--- src/rtl/mult_pkg.sv ---
// Shared definitions for the multiplier stage controller.
//   state_e : controller state encoding (idle = 0, settle = 1, done = 2)
//   CntW    : width of the settle counter
package mult_pkg;

    localparam int unsigned CntW = 4;

    typedef enum logic [1:0] {
        StIdle   = 2'd0,
        StSettle = 2'd1,
        StDone   = 2'd2
    } state_e;

endpackage

--- src/rtl/mult_stage_ctrl_settle_counter.sv ---
// Settle counter: loadable down-counter with a zero flag.
// Ports:
//   clk_i      : clock
//   reset_i    : synchronous active-high reset, clears the count
//   load_i     : load load_val_i (has priority over decrement)
//   load_val_i : value to load
//   dec_i      : decrement by one; saturates at zero
//   zero_o     : count is zero
module settle_counter
    import mult_pkg::*;
(
    input  logic            clk_i,
    input  logic            reset_i,
    input  logic            load_i,
    input  logic [CntW-1:0] load_val_i,
    input  logic            dec_i,
    output logic            zero_o
);

    logic [CntW-1:0] cnt_q;

    always_ff @(posedge clk_i) begin
        if (reset_i) begin
            cnt_q <= '0;
        end else if (load_i) begin
            cnt_q <= load_val_i;
        end else if (dec_i && (cnt_q != '0)) begin
            cnt_q <= cnt_q - 1'b1;
        end
    end

    assign zero_o = (cnt_q == '0);

endmodule

--- src/rtl/mult_stage_ctrl.sv ---
// Controller that registers an operand pair for an external 4xN combinational
// multiplier, waits SETTLE_CYCLES clocks for it to settle, then captures the
// product and offers it downstream with a valid/ready handshake.
// Optional self-check compiled in with macro MULT_STAGE_SELFCHECK_EN.
// Ports:
//   clk, reset            : clock, synchronous active-high reset
//   in_valid/in_ready     : operand handshake, in_a (4 bits), in_b (N bits)
//   mult_a/mult_b         : registered operands to the external multiplier
//   mult_p                : product from the external multiplier
//   out_valid/out_ready   : product handshake, out_p (N+4 bits)
//   chk_err               : sticky self-check mismatch (0 when check not built)
module mult_stage_ctrl
    import mult_pkg::*;
#(
    parameter int unsigned N             = 4,
    parameter int unsigned SETTLE_CYCLES = 4
) (
    input  logic           clk,
    input  logic           reset,
    input  logic           in_valid,
    output logic           in_ready,
    input  logic [3:0]     in_a,
    input  logic [N-1:0]   in_b,
    output logic [3:0]     mult_a,
    output logic [N-1:0]   mult_b,
    input  logic [N+3:0]   mult_p,
    output logic           out_valid,
    input  logic           out_ready,
    output logic [N+3:0]   out_p,
    output logic           chk_err
);

    localparam int unsigned PW = N + 4;
    localparam logic [CntW-1:0] LoadVal = CntW'(SETTLE_CYCLES - 1);

    state_e        state_q;
    logic [3:0]    mult_a_q;
    logic [N-1:0]  mult_b_q;
    logic [PW-1:0] out_p_q;
    logic          out_valid_q;

    logic accept;
    logic capture;
    logic cnt_zero;

    // in_ready depends on out_ready so that a done slot can be refilled in the
    // same cycle its product is consumed.
    assign in_ready = (state_q == StIdle) || ((state_q == StDone) && out_ready);
    assign accept   = in_valid && in_ready;
    assign capture  = (state_q == StSettle) && cnt_zero;

    settle_counter u_settle_counter (
        .clk_i      (clk),
        .reset_i    (reset),
        .load_i     (accept),
        .load_val_i (LoadVal),
        .dec_i      (state_q == StSettle),
        .zero_o     (cnt_zero)
    );

    always_ff @(posedge clk) begin
        if (reset) begin
            state_q     <= StIdle;
            mult_a_q    <= '0;
            mult_b_q    <= '0;
            out_p_q     <= '0;
            out_valid_q <= 1'b0;
        end else begin
            unique case (state_q)
                StIdle: begin
                    if (accept) begin
                        mult_a_q <= in_a;
                        mult_b_q <= in_b;
                        state_q  <= StSettle;
                    end
                end
                StSettle: begin
                    if (cnt_zero) begin
                        out_p_q     <= mult_p;
                        out_valid_q <= 1'b1;
                        state_q     <= StDone;
                    end
                end
                StDone: begin
                    if (out_ready) begin
                        out_valid_q <= 1'b0;
                        if (accept) begin
                            mult_a_q <= in_a;
                            mult_b_q <= in_b;
                            state_q  <= StSettle;
                        end else begin
                            state_q  <= StIdle;
                        end
                    end
                end
                default: begin
                    state_q     <= StIdle;
                    out_valid_q <= 1'b0;
                end
            endcase
        end
    end

    assign mult_a    = mult_a_q;
    assign mult_b    = mult_b_q;
    assign out_p     = out_p_q;
    assign out_valid = out_valid_q;

`ifdef MULT_STAGE_SELFCHECK_EN
    logic [PW-1:0] ref_p;
    logic          chk_err_q;

    assign ref_p = PW'(mult_a_q) * PW'(mult_b_q);

    always_ff @(posedge clk) begin
        if (reset) begin
            chk_err_q <= 1'b0;
        end else if (capture && (mult_p != ref_p)) begin
            chk_err_q <= 1'b1;
        end
    end

    assign chk_err = chk_err_q;
`else
    // capture only feeds the self-check; keep it referenced.
    logic unused_capture;
    assign unused_capture = capture;
    assign chk_err = 1'b0;
`endif

endmodule
--- config.mk ---
export PLATFORM = sky130hd
export DESIGN_NAME = mult_stage_ctrl
export DESIGN_NICKNAME = d
export VERILOG_FILES = /design/src/rtl/mult_pkg.sv /design/src/rtl/mult_stage_ctrl_settle_counter.sv /design/src/rtl/mult_stage_ctrl.sv
export SDC_FILE = /design/constraint.sdc
export NUM_CORES = 1
export LEC_CHECK = 0
export CAP_MARGIN = 0
export CORE_MARGIN = 10
export CORE_UTILIZATION = 35
export CTS_BUF_LIST = sky130_fd_sc_hd__clkbuf_4 sky130_fd_sc_hd__clkbuf_8
export DETAILED_ROUTE_END_ITERATION = 12
export DONT_BUFFER_PORTS = 1
export GPL_ROUTABILITY_DRIVEN = 0
export HOLD_SLACK_MARGIN = 0.02
export PLACE_DENSITY = 0.5
export SLEW_MARGIN = 20
export SYNTH_ARGS = -nofsm -noshare
export SYNTH_HDL_FRONTEND = slang
export SYNTH_HIERARCHICAL = 1
export SYNTH_SLANG_ARGS = --single-unit
--- constraint.sdc ---
create_clock -name clk -period 4.63 [get_ports clk]
set_input_delay 0.463 -clock clk [delete_from_list [all_inputs] [get_ports clk]]
set_output_delay 0.463 -clock clk [all_outputs]
set_load 0.1 [all_outputs]
==> run_results.csv <==
group,metric,value,unit
finish,drive_above_1_share,9.091,%
timing,slew_viol_final,0,
yosys,ys_types,29,
yosys,synthAdderAreaFrac,1.149,%
timing,period_minus_slack,2.169,ns
yosys,synthSimpleGateAreaFrac,30.23,%
drt,drt-initial-drc-count,19,
finish,insertedDiodeCount,0,
global_route,grt_max_degree,34,
yosys,synth_compound_area_share,12.64,%
yosys,synth_top_area_share,42.30,%
clocking,clk_latency,0.31,ns
placement,pre_cts_ws,2.698,ns
drt,vias,769,
setup_path,crit_type,"reg2out",
clocking,clkTransAtPathRegs,0.12,ns
global_route,gr-usage-all-layers,8.275,%
global_route,antenna_found_initial,0,
floorplanning,start_util,36.25,%
placement,place_hpwl,1671,um
clocking,cts_sinks,23,
setup_path,cpPeakStageDelay,0.81,ns
hold_path,whs_path_depth,1,
finish,fin_area,1135,um^2
setup_path,critical_path.cell_chain,"and2b_4 -> nor2_2",
global_route,grt_pass1_wl,3601,um
drt,drcViolationCount,0,
clocking,htreeDepth,1,
drt,ant_nets,0,
yosys,synth_commonest_cells,"dfxtp_1, nand2_1, nand2b_1",
finish,multi_input_area,590.6,um^2
clocking,cts_setup_buffers,0,
yosys,synth_mux_area_share,8.276,%
clocking,clock_path_buffers,2,
setup_path,crit_fanout,6,
timing,finalHoldViolCount,0,
clocking,root_buffer,"clkbuf_4",
finish,fillCellCount,333,
clocking,cts_buffers,3,
yosys,synth_edf_count,0,
pwr,ir_worst_vdd,192.6,uV
yosys,synthFlopType,"dfxtp_1",
yosys,async_reset_ff_share,0,%
yosys,seq_area_frac_synth,42.30,%
setup_path,cp_slowest_cell,"nor2_2",
yosys,ys.warnings.count,6,
yosys,synth_cells,119,
drt,totalWireLength,2211,um
yosys,synth_area_leaders,"dfxtp_1, nand2b_1, mux2i_1, nand2_1, a21oi_1",
yosys,synthesis.area,1089,um^2
status,status,"complete, no violations",
floorplanning,die_height,75.77,um
setup_path,end_kind,"primary output",
placement,portBuffers,0,
setup_path,r2r_cells,7,
setup_path,critPathRequiredTime,4.17,ns
yosys,synth_xor_area_share,0,%
yosys,postSynthAreaPerCell,9.147,um^2
clocking,cts_hold_buf,0,
setup_path,regToRegSetupSlack,2.77,ns
drt,wl_per_cell,14.36,um
floorplanning,core,3003,um^2
setup_path,cp_data_arrival_time,1.71,ns
yosys,synth_area_leader_cell,"dfxtp_1",
timing,setup_viol,0,
timing,slew_headroom,29.12,%
timing,fin_ws,2.461,ns
timing,timing.final.crit_share,46.85,%
yosys,synth_top_family_by_area,"simple AND/OR/NAND/NOR gates",
floorplanning,die_area,5741,um^2
setup_path,startpoint_type,"register",
timing,tightest_slew,1.062,ns
floorplanning,die_x,75.77,um
finish,syn_to_final_growth,4.253,%
timing,finClkSkew,0.002942,ns
timing,max_clock_freq,461.0,MHz
clocking,cts_tree,"yes",
global_route,grt-ovfl-total,0,
yosys,yosysMostFrequentCell,"dfxtp_1",
pwr,power_density,452.2,nW/um^2
hold_path,hold_path_class,"in2reg",
drt,firstDrtPassIters,2,
placement,placed_area,1107,um^2
flow_run,drv_cap,0,
finish,seqCellArea,460.4,um^2
global_route,grt_pass1_vias,762,
pwr,cellLeakagePower,0.4198,nW
floorplanning,rows,20,
drt,avgViaCountPerCell,4.994,
floorplanning,ioPinCount,39,
timing,rsz0062_at_grt,"no",
finish,nNetsFinal,143,
yosys,synth_seq_cells,23,
clocking,cts_resized,0,
timing,setup_tns,0,ns
metrics by stage:
stage               hold slack, ns  cells  util (%)  power, mW
floorplan                   0.4844    122         -     0.4173
global placement            0.5002    150     36.88     0.4255
global route                0.1569    154     37.79     0.5486
CTS                         0.1838    154     37.79     0.5243
finish                      0.2080    154     37.79     0.5131
detailed placement          0.5194    150     36.88     0.4280
cell type report:
cell class	count	area share [%]
inverter	4	1.323
tap	33	3.638
multi-input combinational	90	52.04
clock inverter	1	0.4410
clock buffer	3	1.985
sequential	23	40.57
metal layers:
layer  track usage (%)  wire (um)  part of all wire, %
met1             9.152        920                   42
met4             4.330         34                  1.5
met2             12.92       1044                   47
met5                 0          0                    0
met3             3.906        212                  9.6
cells by family (layout without fill, tap and decap cells):
kind of cell / count (synthesis) / count (layout)
adder cells (fa/ha/maj): 1 / 1
multiplexers: 9 / 9
other: 2 / 5
AND/OR/NAND/NOR: 56 / 56
flip-flops: 23 / 23
AO/OA/AOI/OAI: 19 / 19
buffers and inverters: 9 / 8
critical path, delay by kind of cell (launching register included):
kind,cells,cell delay [ns]
flops,1,0.38
simple gates,2,1.02
placed cells by master (no fill, tap or decap), types with 2 or more instances in the layout:
| master | n |
|---|---|
| a21o_1 | 2 |
| a21oi_1 | 11 |
| a311oi_1 | 2 |
| clkbuf_4 | 3 |
| conb_1 | 5 |
| dfxtp_1 | 23 |
| inv_1 | 4 |
| mux2i_1 | 9 |
| nand2_1 | 19 |
| nand2b_1 | 18 |
| nand3b_1 | 2 |
| nor2_1 | 6 |
worst paths after layout:
kind | startpoint | endpoint
worst max-delay path | state_q[1]$_SDFFE_PP0P_ | in_ready
worst min register to register | u_settle_counter/cnt_q[2]$_SDFFE_PP0P_ | u_settle_counter/cnt_q[2]$_SDFFE_PP0P_
worst min-delay path | reset | state_q[0]$_SDFFE_PP0P_
worst max register to register | u_settle_counter/cnt_q[1]$_SDFFE_PP0P_ | out_p[0]$_SDFFE_PP0P_
state kept, by name, summed over array words and instances (netlist names):
name                    flops
mult_a                      4
mult_b                      4
out_p                       8
out_valid                   1
state_q                     2
u_settle_counter/cnt_q      4
report_power, final:
group / switching [mW] / leakage, nW / internal [mW]
sequential: 0.106 / 0.189 / 0.217
combinational: 0.0584 / 0.214 / 0.0396
clock: 0.0594 / 0.0177 / 0.0323
No activity file was read; power rests on OpenSTA's default activity.
